File: config.mk
export PLATFORM = sky130hd
export DESIGN_NAME = id_stage
export DESIGN_NICKNAME = d
export VERILOG_FILES = /design/src/rtl/id_stage.sv
export SDC_FILE = /design/constraint.sdc
export NUM_CORES = 1
export LEC_CHECK = 0
export CORE_MARGIN = 4
export CORE_UTILIZATION = 45
export DETAILED_ROUTE_END_ITERATION = 7
export HOLD_SLACK_MARGIN = 0.15
export PLACE_DENSITY = 0.9
export SETUP_SLACK_MARGIN = 0.02
export SYNTH_ARGS = -nofsm -noshare
export SYNTH_HDL_FRONTEND = slang
export SYNTH_SLANG_ARGS = --single-unit
File: constraint.sdc
create_clock -name clk -period 3.45 [get_ports clk]
set_clock_uncertainty 0.1 [all_clocks]
set_input_delay 0.5175 -clock clk [delete_from_list [all_inputs] [get_ports clk]]
set_output_delay 0.5175 -clock clk [all_outputs]
set_load 0.01 [all_outputs]
File: src/rtl/id_stage.sv
// Pipelined MIPS R3000 decode stage: full-word decode, load-use bubbling, flush, bubble counter.
// Define ID_ILLEGAL_TRAP_EN to flag unknown opcodes and stall after one retires until flush.
module id_stage #(
  parameter int IW    = 32,
  parameter int XLEN  = 32,
  parameter int RAW   = 5,
  parameter int CNT_W = 16
) (
  input  logic             clk,
  input  logic             rst,
  input  logic             in_valid,
  input  logic [IW-1:0]    in_instr,
  output logic             in_ready,
  input  logic             flush,
  output logic             out_valid,
  input  logic             out_ready,
  output logic [5:0]       alu_op,
  output logic             source_1_sel,
  output logic             branch,
  output logic             jump,
  output logic             load,
  output logic             store,
  output logic             mem_rd_en,
  output logic             mem_wr_en,
  output logic [3:0]       branch_control,
  output logic [RAW-1:0]   rs,
  output logic [RAW-1:0]   rt,
  output logic [RAW-1:0]   dest,
  output logic [XLEN-1:0]  imm,
  output logic [25:0]      jtarget,
  output logic             illegal,
  output logic [CNT_W-1:0] bubble_cnt
);

  typedef enum logic [5:0] {
    OP_R    = 6'b000000,
    OP_J    = 6'b000010,
    OP_BEQ  = 6'b000100,
    OP_BNE  = 6'b000101,
    OP_BGT  = 6'b000111,
    OP_ADDI = 6'b001000,
    OP_SLTI = 6'b001010,
    OP_ANDI = 6'b001100,
    OP_ORI  = 6'b001101,
    OP_XORI = 6'b001110,
    OP_LW   = 6'b100101,
    OP_SW   = 6'b101011
  } opcode_e;

  typedef struct packed {
    logic [5:0]      alu_op;
    logic            source_1_sel;
    logic            branch;
    logic            jump;
    logic            load;
    logic            store;
    logic            mem_rd_en;
    logic            mem_wr_en;
    logic [3:0]      branch_control;
    logic [RAW-1:0]  rs;
    logic [RAW-1:0]  rt;
    logic [RAW-1:0]  dest;
    logic [XLEN-1:0] imm;
    logic [25:0]     jtarget;
    logic            illegal;
  } bundle_t;

  logic [5:0] opcode;
  bundle_t    dec;
  bundle_t    out_q;
  logic       uses_rs;
  logic       uses_rt;
  logic       hazard;
  logic       accept;
  logic       trap_hold;

  assign opcode = in_instr[IW-1 -: 6];

  // NOTE: every signal written in always_comb gets a default first, so no path leaves it unassigned (no latch).
  always_comb begin
    dec         = '0;
    dec.rs      = RAW'(in_instr[25:21]);
    dec.rt      = RAW'(in_instr[20:16]);
    dec.imm     = {{(XLEN-16){in_instr[15]}}, in_instr[15:0]};
    dec.jtarget = in_instr[25:0];
    uses_rs     = 1'b1;
    uses_rt     = 1'b0;
    case (opcode)
      OP_R: begin
        dec.alu_op = 6'b100000;
        dec.dest   = RAW'(in_instr[15:11]);
        uses_rt    = 1'b1;
      end
      OP_ADDI, OP_ANDI, OP_ORI, OP_SLTI, OP_XORI: begin
        dec.source_1_sel = 1'b1;
        dec.dest         = dec.rt;
        case (opcode)
          OP_ADDI: dec.alu_op = 6'b000001;
          OP_ANDI: dec.alu_op = 6'b000010;
          OP_ORI:  dec.alu_op = 6'b000100;
          OP_SLTI: dec.alu_op = 6'b001000;
          default: dec.alu_op = 6'b010000;
        endcase
      end
      OP_LW: begin
        dec.alu_op       = 6'b000001;
        dec.source_1_sel = 1'b1;
        dec.load         = 1'b1;
        dec.mem_rd_en    = 1'b1;
        dec.dest         = dec.rt;
      end
      OP_SW: begin
        dec.alu_op       = 6'b000001;
        dec.source_1_sel = 1'b1;
        dec.store        = 1'b1;
        dec.mem_wr_en    = 1'b1;
        uses_rt          = 1'b1;
      end
      OP_BEQ, OP_BNE, OP_BGT: begin
        dec.branch = 1'b1;
        uses_rt    = 1'b1;
        case (opcode)
          OP_BEQ:  dec.branch_control = 4'b0001;
          OP_BNE:  dec.branch_control = 4'b0010;
          default: dec.branch_control = 4'b0100;
        endcase
      end
      OP_J: begin
        dec.jump = 1'b1;
        uses_rs  = 1'b0;
      end
      default: begin
`ifdef ID_ILLEGAL_TRAP_EN
        dec.illegal = 1'b1;
`endif
      end
    endcase
  end

  // One bubble suffices: execute forwards from the load's write-back a cycle later.
  assign hazard = out_valid && out_q.load && (out_q.dest != '0) && in_valid &&
                  ((uses_rs && dec.rs == out_q.dest) || (uses_rt && dec.rt == out_q.dest));

  assign in_ready = !flush && !hazard && (!out_valid || out_ready) && !trap_hold;
  assign accept   = in_valid && in_ready;

  // NOTE: sequential state uses non-blocking assignments so every register samples pre-edge values.
  always_ff @(posedge clk or posedge rst) begin
    if (rst) begin
      // NOTE: the data fields are reset too, since they are visible outputs with defined reset values.
      out_valid <= 1'b0;
      out_q     <= '0;
    end else if (flush) begin
      out_valid <= 1'b0;
    end else if (accept) begin
      out_valid <= 1'b1;
      out_q     <= dec;
    end else if (out_valid && out_ready) begin
      out_valid <= 1'b0;
    end
  end

  always_ff @(posedge clk or posedge rst) begin
    if (rst) begin
      bubble_cnt <= '0;
    end else if (hazard && out_ready && !flush && bubble_cnt != '1) begin
      bubble_cnt <= bubble_cnt + CNT_W'(1);
    end
  end

`ifdef ID_ILLEGAL_TRAP_EN
  always_ff @(posedge clk or posedge rst) begin
    if (rst) begin
      trap_hold <= 1'b0;
    end else if (flush) begin
      trap_hold <= 1'b0;
    end else if (out_valid && out_ready && out_q.illegal) begin
      trap_hold <= 1'b1;
    end
  end
`else
  assign trap_hold = 1'b0;
`endif

  assign alu_op         = out_q.alu_op;
  assign source_1_sel   = out_q.source_1_sel;
  assign branch         = out_q.branch;
  assign jump           = out_q.jump;
  assign load           = out_q.load;
  assign store          = out_q.store;
  assign mem_rd_en      = out_q.mem_rd_en;
  assign mem_wr_en      = out_q.mem_wr_en;
  assign branch_control = out_q.branch_control;
  assign rs             = out_q.rs;
  assign rt             = out_q.rt;
  assign dest           = out_q.dest;
  assign imm            = out_q.imm;
  assign jtarget        = out_q.jtarget;
  assign illegal        = out_q.illegal;

endmodule

==> results.cfg <==
[layout]
multi_input_area_sq_um = 1350
drive_gt1_share_pct = 15.9
area_growth_pct = 40.4
antenna_cells = 0
fillers = 581
finalNetCount = 444
seqCellArea_sq_um = 1550

[logic_synthesis]
yosys.area.top_type = dfrtp_1
synth_flop_cell = dfrtp_1
yosysUniqueCellTypes = 52
yosys-top-cells-count = 62 x dfrtp_1, 48 x buf_4, 30 x nand2_1, 27 x mux2_2, 25 x xor2_1
synthCells = 302
synthMostInstantiatedCell = dfrtp_1
synth_edf_count = 0
ys_seq_area_share_pct = 46.4
ys_async_sr_fraction_pct = 100
synthTopCellsByArea = dfrtp_1 46%, buf_4 11%, mux2_2 9.1%, xor2_1 6.6%, nand2_1 3.4%
ys_ff_latch = 62
avgSynthCellArea_sq_um = 11.1
syn_area_sq_um = 3340
synth_top_area_share_pct = 46.4
yosys_warnings = 0

[power_and_ir_drop]
power_mw = 1.91
pwr-share-comb_pct = 30.0
swShare_pct = 27.8
power_density_nw_per_um2 = 408
power.internal_mw = 1.38
clkPwrFrac_pct = 25.8
power_frac_seq_pct = 44.2
peakVddDrop_mv = 0.191
leakage_nw = 2.00
switchingPower_mw = 0.533

[global_routing]
grt_max_degree = 63
antenna_found_initial = 0
grt_first_pass_wirelength_um = 12700
grt_use_total_pct = 18.5
grt_pass1_vias = 2579
grt-ovfl-total = 0

[worst_setup_path]
crit_path_start_kind = primary input
reg2reg_depth = 6
required_ps = 2830
path_buf_inv = 2
crit_top_cell = clkdlybuf4s50_1
r2r_setup_slack_ps = 1080
r2r-end = bubble_cnt[13]$_DFFE_PP0P_
worstSetupPathType = primary input to primary output
max_stage_delay_ps = 640
timing.rr.start = bubble_cnt[0]$_DFFE_PP0P_
critPathCaptureType = primary output
crit_chain = clkdlybuf4s50_1, nand2b_1, nor2_1, o2111a_2, a41oi_4, and3b_1, clkdlybuf4s50_1
arrival_ps = 2660
critPathTopFamily = buffers and inverters
crit_slowest_cell = clkdlybuf4s50_1
crit_fanout = 9

[detailed_routing]
drt_iter0_drc = 56
routed_wl_um = 8030
vias = 2585
drcViolationCount = 0
viasPerCell = 5.10
firstDrtPassIters = 4
wl_per_cell_um = 15.8
ant_nets = 0

[floorplanning]
core_area_sq_um = 7250
die_h_um = 94.2
io_pins = 146
fp.dieW_um = 94.2
num_rows = 31
die_area_sq_um = 8870
initial_core_util_pct = 46.1

[timing]
worst_slew_pin_slew_ps = 766
period_share_pct = 95.0
hold-worst-slack_ps = 383
period_minus_slack_ps = 3280
rsz0062_at_grt = false
maxSlewViolCount = 0
hold_viol = 0
setup_viol_count_final = 0
slew_headroom_pct = 48.9
tns_ps = 0
fmax_mhz = 305

[job]
cap_violations = 0

[cts]
cts_root_buf = clkbuf_8
clock_path_buffers = 2
insertion_delay_ps = 320
htreeDepth = 3
cts.sinks = 62
ctsResizeCount = 0
cts_buffers = 9
cts_tree = built
post-cts-setup-buffer-count = 0
clk_pin_slew_ps = 60
postCtsHoldBufs = 0

[worst_hold_path]
hold_class = flop to flop
min_from = branch_control[0]$_DFFE_PP0P_
min_to = branch_control[0]$_DFFE_PP0P_
holdPathStages = 2

[outcome]
outcome = completed

[placement]
dpl.hpwl_um = 6200
gp_congestion = 0.784
port_buffers = 143
-- sequential cells by signal (all words and copies together), names as in the netlist --
register	flops
mem_rd_en	1
imm	15
jtarget	2
alu_op	6
bubble_cnt	16
out_valid	1
jump	1
rs	5
branch	1
branch_control	3
rt	4
mem_wr_en	1
dest	5
source_1_sel	1
-- layer usage --
metal	vias to the layer above	track usage, %	share of wire, %
li1	1217	-	-
met1	1243	23.9	42
met2	115	30.0	49
met3	10	4.49	7.6
met4	0	6.62	1.1
met5	-	0	0
-- layout by cell type (no fill, tap or decap), drive strengths merged, types with 2 or more instances in the layout --
master	instances
clkdlybuf4s50	143
dfrtp	62
nand2	30
mux2	28
xor2	25
nor2	11
clkbuf	10
nand3	8
nor3	8
o21ai	8
buf	8
o31ai	7
nor4	7
a22oi	4
inv	4
o41ai	4
a21oi	3
nand2b	3
nand4	3
clkinv	3
or2	2
a211oi	2
a32oi	2
nor2b	2
conb	2
a41oi	2
nor3b	2
-- layout make-up --
class                           instances  share of cell area (%)
Timing Repair Buffer                  151                    32.1
Inverter                                4                   0.320
Clock inverter                          3                   0.320
Tap cell                               99                    2.64
Multi-Input combinational cell        178                    28.8
Clock buffer                           10                    2.72
Sequential cell                        62                    33.1
-- worst max path at each step --
stage / startpoint / endpoint / slack, ps / cells after the start
after floorplan: in_instr[29] / in_ready / 1010 / 7
after global placement: in_instr[27] / in_ready / 240 / 7
after detailed placement: in_instr[28] / in_ready / 200 / 7
after CTS: in_instr[28] / in_ready / 180 / 7
after global routing: in_instr[28] / in_ready / 60 / 7
final: in_instr[28] / in_ready / 170 / 7
-- kinds of logic (layout without fill, tap and decap cells) --
logic type      count (synthesis)  in the layout  synth area share (%)
buf+inv                        63            168                  13.2
fa+ha+maj                       1              1                 0.374
compound gates                 37             37                  9.63
other cells                     1              2                 0.112
simple gates                   84             84                  14.0
mux                            29             29                  9.74
xor+xnor                       25             25                  6.55
flops                          62             62                  46.4
-- power by group through the flow --
| stage | clock network [mW] | logic, mW | registers [mW] |
|---|---|---|---|
| 3_5_place_dp | 0 | 0.581 | 0.862 |
| 4_1_cts | 0.514 | 0.583 | 0.848 |
| 6_report | 0.494 | 0.575 | 0.847 |
| 5_1_grt | 0.549 | 0.610 | 0.859 |
| 3_3_place_gp | 0 | 0.569 | 0.853 |
| 2_1_floorplan | 0 | 0.296 | 0.881 |
-- through the flow --
stage | util [%] | instance area [sq um] | worst slack, ps | std cells
finish | 64.7 | 4690 | 173 | 507
global route | 64.7 | 4690 | 64.4 | 507
CTS | 64.7 | 4690 | 176 | 507
detailed placement | 62.7 | 4550 | 202 | 494
global placement | 62.7 | 4550 | 244 | 494
floorplan | - | 3340 | 1010 | 303
-- worst register-to-register path, cell delays in order, from the launching register on --
cell and delay (ps):
dfrtp_1 420, ha_1 210, nand4_1 320, o41ai_4 600, or3_1 350, nor3_1 100, xor2_1 150
No activity file was read; power rests on OpenSTA's default activity.
